`config.mk`:
```
export PLATFORM = sky130hd
export DESIGN_NAME = pc_sequencer
export DESIGN_NICKNAME = d
export VERILOG_FILES = /design/src/rtl/cpu_pkg.sv /design/src/rtl/pc_adder.sv /design/src/rtl/pc_sequencer.sv
export SDC_FILE = /design/constraint.sdc
export NUM_CORES = 1
export LEC_CHECK = 0
export ABC_AREA = 1
export CAP_MARGIN = 20
export CORE_UTILIZATION = 40
export CTS_CLUSTER_DIAMETER = 60
export DETAILED_ROUTE_END_ITERATION = 8
export PLACE_DENSITY = 0.82
export SYNTH_ARGS = -nofsm -noshare
export SYNTH_HDL_FRONTEND = slang
export SYNTH_SLANG_ARGS = --single-unit
```
`constraint.sdc`:
```
create_clock -name clk -period 2.14 [get_ports clk]
set_input_delay 0.642 -clock clk [delete_from_list [all_inputs] [get_ports clk]]
set_output_delay 0.642 -clock clk [all_outputs]
set_load 0.02 [all_outputs]
```
`src/rtl/cpu_pkg.sv`:
```
// Shared fetch-stage types and constants: sequencer states, PC increments, default boot address.
// Latency: n/a (declarations only).
// Backpressure: n/a.
package cpu_pkg;

    typedef enum logic [1:0] {
        BOOT = 2'd0,
        RUN  = 2'd1,
        HALT = 2'd2
    } pc_state_e;

    localparam int INC_WORD = 4;
    localparam int INC_HALF = 2;

    localparam logic [31:0] DEFAULT_RESET_VECTOR = 32'h0000_0000;

    // Low PC bits that must be zero: halfword alignment with compressed ISA, word alignment otherwise.
    function automatic logic [1:0] align_mask(input bit c_ext);
        return c_ext ? 2'b01 : 2'b11;
    endfunction

endpackage

```
`src/rtl/pc_adder.sv`:
```
// Sequential-PC adder: sum = pc + inc, wrapping modulo 2^XLEN.
// Latency: combinational.
// Backpressure: none.
module pc_adder #(
    parameter int XLEN = 32
) (
    input  logic [XLEN-1:0] pc,
    input  logic [2:0]      inc,
    output logic [XLEN-1:0] sum
);

    // Zero-extend the small increment; carry out of the top bit is dropped on purpose.
    assign sum = pc + {{(XLEN-3){1'b0}}, inc};

endmodule

```
`src/rtl/pc_sequencer.sv`:
```
// IF-stage PC sequencer: holds fetch PC, arbitrates trap > branch > sequential next-PC, halt/resume control.
// Latency: one cycle from redirect/handshake to new pc_o; one BOOT cycle after reset before the first fetch.
// Backpressure: pc_o holds while fetch_ready_i or stall_i withholds the advance; redirects override both.
module pc_sequencer
    import cpu_pkg::*;
#(
    parameter int              XLEN         = 32,
    parameter logic [XLEN-1:0] RESET_VECTOR = XLEN'(DEFAULT_RESET_VECTOR),
    parameter bit              C_EXT        = 1'b0
) (
    input  logic            clk,
    input  logic            rst_n,
    input  logic            stall_i,
    input  logic            br_valid_i,
    input  logic [XLEN-1:0] br_target_i,
    input  logic            trap_valid_i,
    input  logic [XLEN-1:0] trap_vec_i,
    input  logic            halt_i,
    input  logic            resume_i,
    input  logic            is_comp_i,
    input  logic            fetch_ready_i,
    output logic            fetch_valid_o,
    output logic [XLEN-1:0] pc_o,
    output logic [XLEN-1:0] pc_plus_o,
    output logic            misalign_o,
    output logic            halted_o
);

    localparam logic [XLEN-1:0] ALIGN_MASK = {{(XLEN-2){1'b0}}, align_mask(C_EXT)};

    pc_state_e       state_q;
    logic [2:0]      inc;
    logic            redir_vld;
    logic [XLEN-1:0] redir_tgt;
    logic            redir_mis;
    logic [XLEN-1:0] redir_pc;
    logic            seq_adv;

    // Halfword step only when the compressed ISA is built in and the current fetch is 16-bit.
    assign inc = (C_EXT && is_comp_i) ? 3'(INC_HALF) : 3'(INC_WORD);

    pc_adder #(
        .XLEN (XLEN)
    ) u_pc_adder (
        .pc  (pc_o),
        .inc (inc),
        .sum (pc_plus_o)
    );

    // Trap beats branch; a losing branch is dropped, so only the winner's alignment is judged.
    assign redir_vld = trap_valid_i | br_valid_i;
    assign redir_tgt = trap_valid_i ? trap_vec_i : br_target_i;
    assign redir_mis = |(redir_tgt & ALIGN_MASK);
    assign redir_pc  = redir_tgt & ~ALIGN_MASK;

    // Sequential advance only on a completed, unstalled handshake in RUN.
    assign seq_adv = (state_q == RUN) & fetch_valid_o & fetch_ready_i & ~stall_i;

    // PC register, misalign pulse and BOOT/RUN/HALT control with registered outputs.
    always_ff @(posedge clk or negedge rst_n) begin
        if (!rst_n) begin
            state_q       <= BOOT;
            pc_o          <= RESET_VECTOR;
            fetch_valid_o <= 1'b0;
            halted_o      <= 1'b0;
            misalign_o    <= 1'b0;
        end else begin
            misalign_o <= redir_vld & redir_mis;

            if (redir_vld) begin
                pc_o <= redir_pc;
            end else if (seq_adv) begin
                pc_o <= pc_plus_o;
            end

            case (state_q)
                BOOT: begin
                    state_q       <= RUN;
                    fetch_valid_o <= 1'b1;
                    halted_o      <= 1'b0;
                end
                RUN: begin
                    // A trap in the same cycle keeps the core running at the trap vector.
                    if (halt_i && !trap_valid_i) begin
                        state_q       <= HALT;
                        fetch_valid_o <= 1'b0;
                        halted_o      <= 1'b1;
                    end
                end
                HALT: begin
                    // resume_i outranks a concurrent halt_i; a trap also wakes the core.
                    if (resume_i || trap_valid_i) begin
                        state_q       <= RUN;
                        fetch_valid_o <= 1'b1;
                        halted_o      <= 1'b0;
                    end
                end
                default: begin
                    state_q       <= BOOT;
                    fetch_valid_o <= 1'b0;
                    halted_o      <= 1'b0;
                end
            endcase
        end
    end

endmodule

```
==> results of run 1 <==
[layout make-up]
class / count / area, sq um
Clock buffer: 7 / 96.3
Clock inverter: 1 / 5.00
Fill cell: 370 / 1140
Inverter: 22 / 82.6
Multi-Input combinational cell: 313 / 1870
Sequential cell: 33 / 826
Tap cell: 75 / 93.8
Timing Repair Buffer: 203 / 1980
[sequential cells by signal, indices dropped and copies added (netlist names)]
register,count
pc_o,30
halted_o,1
misalign_o,1
state_q,1
[per-layer routing]
metal,GRT usage [%],up-vias,wire [um]
met4,12.9,0,425
met3,4.07,50,847
met5,0,-,0
met1,34.5,1656,3990
met2,54.5,234,5660
li1,-,1616,-
[worst paths after layout]
check	from	to	slack, ps	cells after the start
max	pc_o[3]	pc_plus_o[30]	-320	9
min	state_q[0]	state_q[0]	520	1
max reg2reg	pc_o[3]	pc_o[14]	350	11
min reg2reg	state_q[0]	state_q[0]	520	1
max in group asynchronous	rst_n	pc_o[4]	1050	2
min in group asynchronous	rst_n	pc_o[30]	760	2
[per-stage QoR]
| stage | cell area (sq um) | utilization (%) |
|---|---|---|
| global placement | 4440 | 72.8 |
| CTS | 4650 | 76.4 |
| finish | 4960 | 81.3 |
| floorplan | 2650 | - |
| global route | 4960 | 81.3 |
| detailed placement | 4440 | 72.8 |
[cell usage in the layout (no fill, tap or decap), types with 2 or more instances in the layout]
cell             Yosys  routed
a22o_1              21      21
xor2_2               1       6
nor2_1              83      75
clkdlybuf4s50_1      0      96
nor2_4               6      10
inv_1               21      20
a21oi_1             20      20
inv_2                1       2
buf_4                4      61
o21ai_0              4       3
xor2_4               0       4
o21ai_1              1       2
xnor2_4              0       3
buf_12               0       5
clkbuf_8             0       7
buf_6                2      30
and2_1               2       2
conb_1               1       4
nand2_1            118      97
nand2_4              1       3
nor2_2               0       4
nand2_2              2      21
dlygate4sd2_1        0       2
dfrtp_1             33      33
a22oi_1              8       8
nand3_1              6       5
dlymetal6s2s_1       0       8
a31oi_1              7       7
nand3b_1             8       8
[repair_timing]
item,in CTS,in global routing
pin swaps,21,27
resized for setup,171,62
endpoints found under the setup margin,30,29
buffers inserted,5,10
[worst max-delay path: stages, from the launching register on]
cell	delay, ps
dfrtp_1	380
ha_2	220
nand2_2	80
nor2_4	130
nand2_4	90
nor2_4	120
buf_6	140
nand3_1	110
nand2_2	130
buf_6	120
[power by group]
group / internal [uW] / leakage, uW / total (uW) / switching (uW)
Sequential: 738 / 0.000387 / 862 / 123
Clock: 291 / 0.0000542 / 546 / 255
Combinational: 941 / 0.00187 / 1920 / 975
Total: 1970 / 0.00231 / 3320 / 1350
[kinds of logic (layout without fill, tap and decap cells)]
kind of cell | count (synthesis) | after routing | share of synthesized area [%]
buf+inv | 42 | 233 | 7.56
other cells | 1 | 4 | 0.144
fa+ha+maj | 1 | 1 | 0.482
simple gates | 228 | 228 | 37.0
flops | 33 | 33 | 31.8
compound gates | 65 | 65 | 17.6
xor+xnor | 15 | 15 | 5.35
==> flow_summary.yaml, run 1 <==
grt:
  gr-total-overflow: 0
  track_usage_pct: 29.8
  grt_pass1_vias: 3346
  antenna_found_initial: 0
  grt_pass1_wl_mm: 15.3
  grt_start_max_net_pins: 34
cts:
  cts_buffers: 5
  clockBufferDepth: 2
  clk_root_buffer_cell: "clkbuf_8"
  cts-htree-levels: 2
  cts_num_sinks: 33
  cts_tree: "built"
  cts.hold.buffers_added: 0
  path_clk_slew_ps: 80
  clk_latency_ps: 300
worst_hold_path:
  hold_class: "reg -> reg"
detailed_routing:
  first_iter_violations: 218
  drcViolationCount: 0
  drt_wl_total_mm: 10.9
  antenna_left: 0
  post_drt_wl_per_cell_um: 16.7
  vias: 3556
  routed_via_density: 5.44
  drtPass1Iterations: 5
sta:
  finalHoldViolCount: 0
  finalCritPeriodShare_pct: 115
  setup_ws_ps: -320
  max_freq_mhz: 406
  holdWs_ps: 522
  worst_clock_skew_ps: 10.4
  slew_violations: 0
  setup-tns-final_ps: -6020
  rsz0062_at_grt: "yes"
  fin_crit_ps: 2460
  finalSetupViolCount: 27
final_layout:
  finalNonFillerCells: 654
  diodes: 0
  area_growth_pct: 90.8
  fin_nets: 652
  drive_gt1_share_pct: 28.2
worst_setup_path:
  cp.required_ps: 1500
  endpoint_kind: "output pin"
  cp.arrival_ps: 1820
  crit_fanout: 3
  start_kind: "flip-flop"
  critPathKind: "reg -> out"
synthesis:
  synth_warnings: 0
  yosysTopAreaCell: "dfrtp_1"
  synthFlopType: "dfrtp_1"
  async_flop_share_pct: 100
  mappedNetlistArea_sq_um: 2600
  synth_cells: 385
  syn_area_per_cell_sq_um: 6.75
  synth_area_leaders: "dfrtp_1 (32%), nand2_1 (17%), nor2_1 (12%)"
  ys_ff_latch: 33
  yosysSeqAreaShare_pct: 31.8
  netlist_top_cells_count: "nand2_1 (118), nor2_1 (83), dfrtp_1 (33)"
  synth_most_common_cell: "nand2_1"
  synth_cell_types: 32
  synth_edf_count: 0
  synth_top_area_share_pct: 31.8
power:
  ir_drop_uv: 445
  p_per_area_nw_per_um2: 671
  p_leak_uw: 0.00231
  p_total_uw: 3320
place:
  dpl.cell_count: 633
  hpwl_mm: 7.08
  pre_cts_slack_ps: -436
  gp_congestion: 0.973
  port_buffers: 134
floorplan:
  io_pins: 140
  dieArea_sq_um: 6820
  start_util_pct: 42.6
  die_h_um: 82.6
  die_x_um: 82.6
  core_area_sq_um: 6100
  rows: 28
status:
  status: "complete, but fails checks"
  violations: "setup timing"
run:
  drv_cap: 0
No activity file was read; power rests on OpenSTA's default activity.
==> inputs of run 2 (changes only) <==
--- a/config.mk
+++ b/config.mk
@@ -5,12 +5,12 @@
 export SDC_FILE = /design/constraint.sdc
 export NUM_CORES = 1
 export LEC_CHECK = 0
-export ABC_AREA = 1
 export CAP_MARGIN = 20
 export CORE_UTILIZATION = 40
 export CTS_CLUSTER_DIAMETER = 60
 export DETAILED_ROUTE_END_ITERATION = 8
-export PLACE_DENSITY = 0.82
+export PLACE_DENSITY = 0.81
 export SYNTH_ARGS = -nofsm -noshare
 export SYNTH_HDL_FRONTEND = slang
 export SYNTH_SLANG_ARGS = --single-unit
+export TNS_END_PERCENT = 50
==> run 2 against run 1 <==
Clock power fell by 7.0%. Sequential share of layout area down 0.92 points. First-iteration DRC count rose by 85%. Critical endpoint is now pc_plus_o[29]. Cell area grew 8.4%. The run still ends with setup timing left. Flip-flop and latch count stayed put. Non-clock buffer count grew 43. Combinational power is 35% lower. Worst hold slack worse by 110 ps. Clock-buffer cell count fell by 1. Final cell count down 2.3%. Die area is 2.6% higher.
==> flow_summary.yaml, run 2 <==
status:
  status: "complete, but fails checks"
  violations: "setup timing"
run:
  drv_cap: 0
synthesis:
  synth_area_leaders: "dfrtp_1 (31%), xnor2_1 (8.9%), nand2_1 (5.2%)"
  synth_most_common_cell: "nand2_1"
  yosysSeqAreaShare_pct: 31.0
  synth_warnings: 0
  synthFlopType: "dfrtp_1"
  mappedNetlistArea_sq_um: 2670
  yosysTopAreaCell: "dfrtp_1"
  syn_area_per_cell_sq_um: 8.03
  async_flop_share_pct: 100
  netlist_top_cells_count: "nand2_1 (37), dfrtp_1 (33), xnor2_1 (27)"
  synth_cell_types: 48
  ys_ff_latch: 33
  synth_cells: 332
  synth_top_area_share_pct: 31.0
  synth_edf_count: 0
sta:
  tightest_slew_ps: 800
  fin_crit_ps: 2690
  finalSetupViolCount: 26
  worst_clock_skew_ps: 8.44
  slew_violations: 0
  rsz0062_at_grt: "yes"
  finalHoldViolCount: 0
  slew_headroom_pct: 46.7
  setup_ws_ps: -553
  max_freq_mhz: 371
  finalCritPeriodShare_pct: 126
final_layout:
  layout_common_cells: "buf_4 (116), clkdlybuf4s50_1 (95), nand2_1 (29)"
  drive_gt1_share_pct: 40.7
  diodes: 0
  fin_nets: 635
  finalNonFillerCells: 639
  area_growth_pct: 102
  largest_register: "pc_o"
  final_common_cell: "buf_4"
  largest_register_ffs: 30
cts:
  clk_latency_ps: 300
  cts_num_sinks: 33
  cts_tree: "built"
  clk_root_buffer_cell: "clkbuf_8"
  cts-htree-levels: 2
  path_clk_slew_ps: 80
  cts_buffers: 5
  clockBufferDepth: 2
floorplan:
  io_pins: 140
  core_area_sq_um: 6390
  rows: 29
  start_util_pct: 41.8
  die_h_um: 83.6
  dieArea_sq_um: 7000
  die_x_um: 83.6
worst_setup_path:
  start_kind: "flip-flop"
  crit_path_cell_trace: "nand3_4, or4_4, nor3_4, nand2_2, xnor2_2, buf_4"
  cp.arrival_ps: 2050
  cp.required_ps: 1500
  crit_fanout: 5
  critPathMaxStageDelay_ps: 620
  critPathKind: "reg -> out"
  cpMaxStageDelayCell: "or4_4"
  endpoint_kind: "output pin"
place:
  hpwl_mm: 7.79
  dpl.cell_count: 606
  gp_congestion: 0.887
  port_buffers: 134
grt:
  grt_start_max_net_pins: 34
  gr-total-overflow: 0
  grt_pass1_wl_mm: 18.2
  antenna_found_initial: 0
  grt_pass1_vias: 3802
  track_usage_pct: 32.6
power:
  p_total_uw: 2520
  ir_drop_uv: 328
  p_per_area_nw_per_um2: 469
  p_leak_uw: 0.00249
detailed_routing:
  drt_wl_total_mm: 12.2
  routed_via_density: 5.96
  antenna_left: 0
  first_iter_violations: 404
  drcViolationCount: 0
  post_drt_wl_per_cell_um: 19.1
  drtPass1Iterations: 5
  vias: 3808
worst_hold_path:
  hold_class: "in -> async"
==> run 2: where the power goes <==
part,internal [uW],switching [uW],total [uW]
logic,627,618,1250
clock network,226,281,508
registers,695,71.1,766
total,1550,971,2520
==> run 2: cells by family after synthesis <==
| kind of cell | count (synthesis) | share of synthesized area, % |
|---|---|---|
| other | 1 | 0.141 |
| buffers and inverters | 37 | 6.24 |
| XOR/XNOR | 36 | 11.8 |
| multiplexers | 4 | 1.55 |
| AND/OR/NAND/NOR | 119 | 24.6 |
| AO/OA/AOI/OAI | 101 | 24.2 |
| adder cells (fa/ha/maj) | 1 | 0.469 |
| flip-flops | 33 | 31.0 |
==> run 2: timing repair <==
item / CTS / global route
hold buffers: 0 / 0
buffers inserted: 15 / 11
pin swaps: 27 / 24
resized for setup: 148 / 76
setup endpoints to repair: 30 / 45
==> run 2: final timing paths <==
path / from / to / slack (ps) / cells past startpoint
max: pc_o[7] / pc_plus_o[29] / -550 / 6
min: rst_n / pc_o[19] / 420 / 1
max reg2reg: pc_o[9] / pc_o[28] / 90 / 6
min reg2reg: state_q[0] / state_q[0] / 540 / 1
max in group asynchronous: rst_n / pc_o[3] / 1160 / 1
min in group clk: state_q[0] / state_q[0] / 540 / 1
==> run 2: critical path: cells and delay by family (launching register included) <==
kind | cells | cell delay [ps]
XOR/XNOR | 1 | 130
flip-flops | 1 | 400
AND/OR/NAND/NOR | 4 | 1060
buffers and inverters | 1 | 150
==> run 2: per-layer routing <==
layer,wire (um),up-vias,GRT usage [%]
met5,0,-,0
met4,614,0,17.3
met3,1140,70,6.43
met2,6010,272,56.5
met1,4460,1808,37.9
li1,-,1658,-
==> run 2: final cells by class <==
| class | count | area (sq um) |
|---|---|---|
| tap | 77 | 96.3 |
| clock inverter | 2 | 10.0 |
| multi-input combinational | 265 | 2110 |
| timing repair buffer | 246 | 2200 |
| inverter | 10 | 37.5 |
| fill | 348 | 1010 |
| sequential | 33 | 846 |
| clock buffer | 6 | 72.6 |
==> run 2: stage by stage <==
step	hold WS [ps]	setup WS, ps	cell area, sq um	setup TNS (ps)	utilization [%]
finish	415	-553	5370	-9970	84.1
global route	486	-596	5370	-11790	84.1
CTS	451	-552	5120	-10180	80.1
detailed placement	530	-729	4840	-18310	75.8
global placement	528	-686	4840	-16590	75.8
floorplan	346	-308	2870	-4040	-
==> inputs of run 3 (changes only) <==
--- a/config.mk
+++ b/config.mk
@@ -5,9 +5,10 @@
 export SDC_FILE = /design/constraint.sdc
 export NUM_CORES = 1
 export LEC_CHECK = 0
+export ABC_CLOCK_PERIOD_IN_PS = 2140
 export CAP_MARGIN = 20
 export CORE_UTILIZATION = 40
-export CTS_CLUSTER_DIAMETER = 60
+export CTS_CLUSTER_DIAMETER = 120
 export DETAILED_ROUTE_END_ITERATION = 8
 export PLACE_DENSITY = 0.81
 export SYNTH_ARGS = -nofsm -noshare
==> results of run 3 <==
The final DEF is identical to that of run 2; final timing and power are the same.
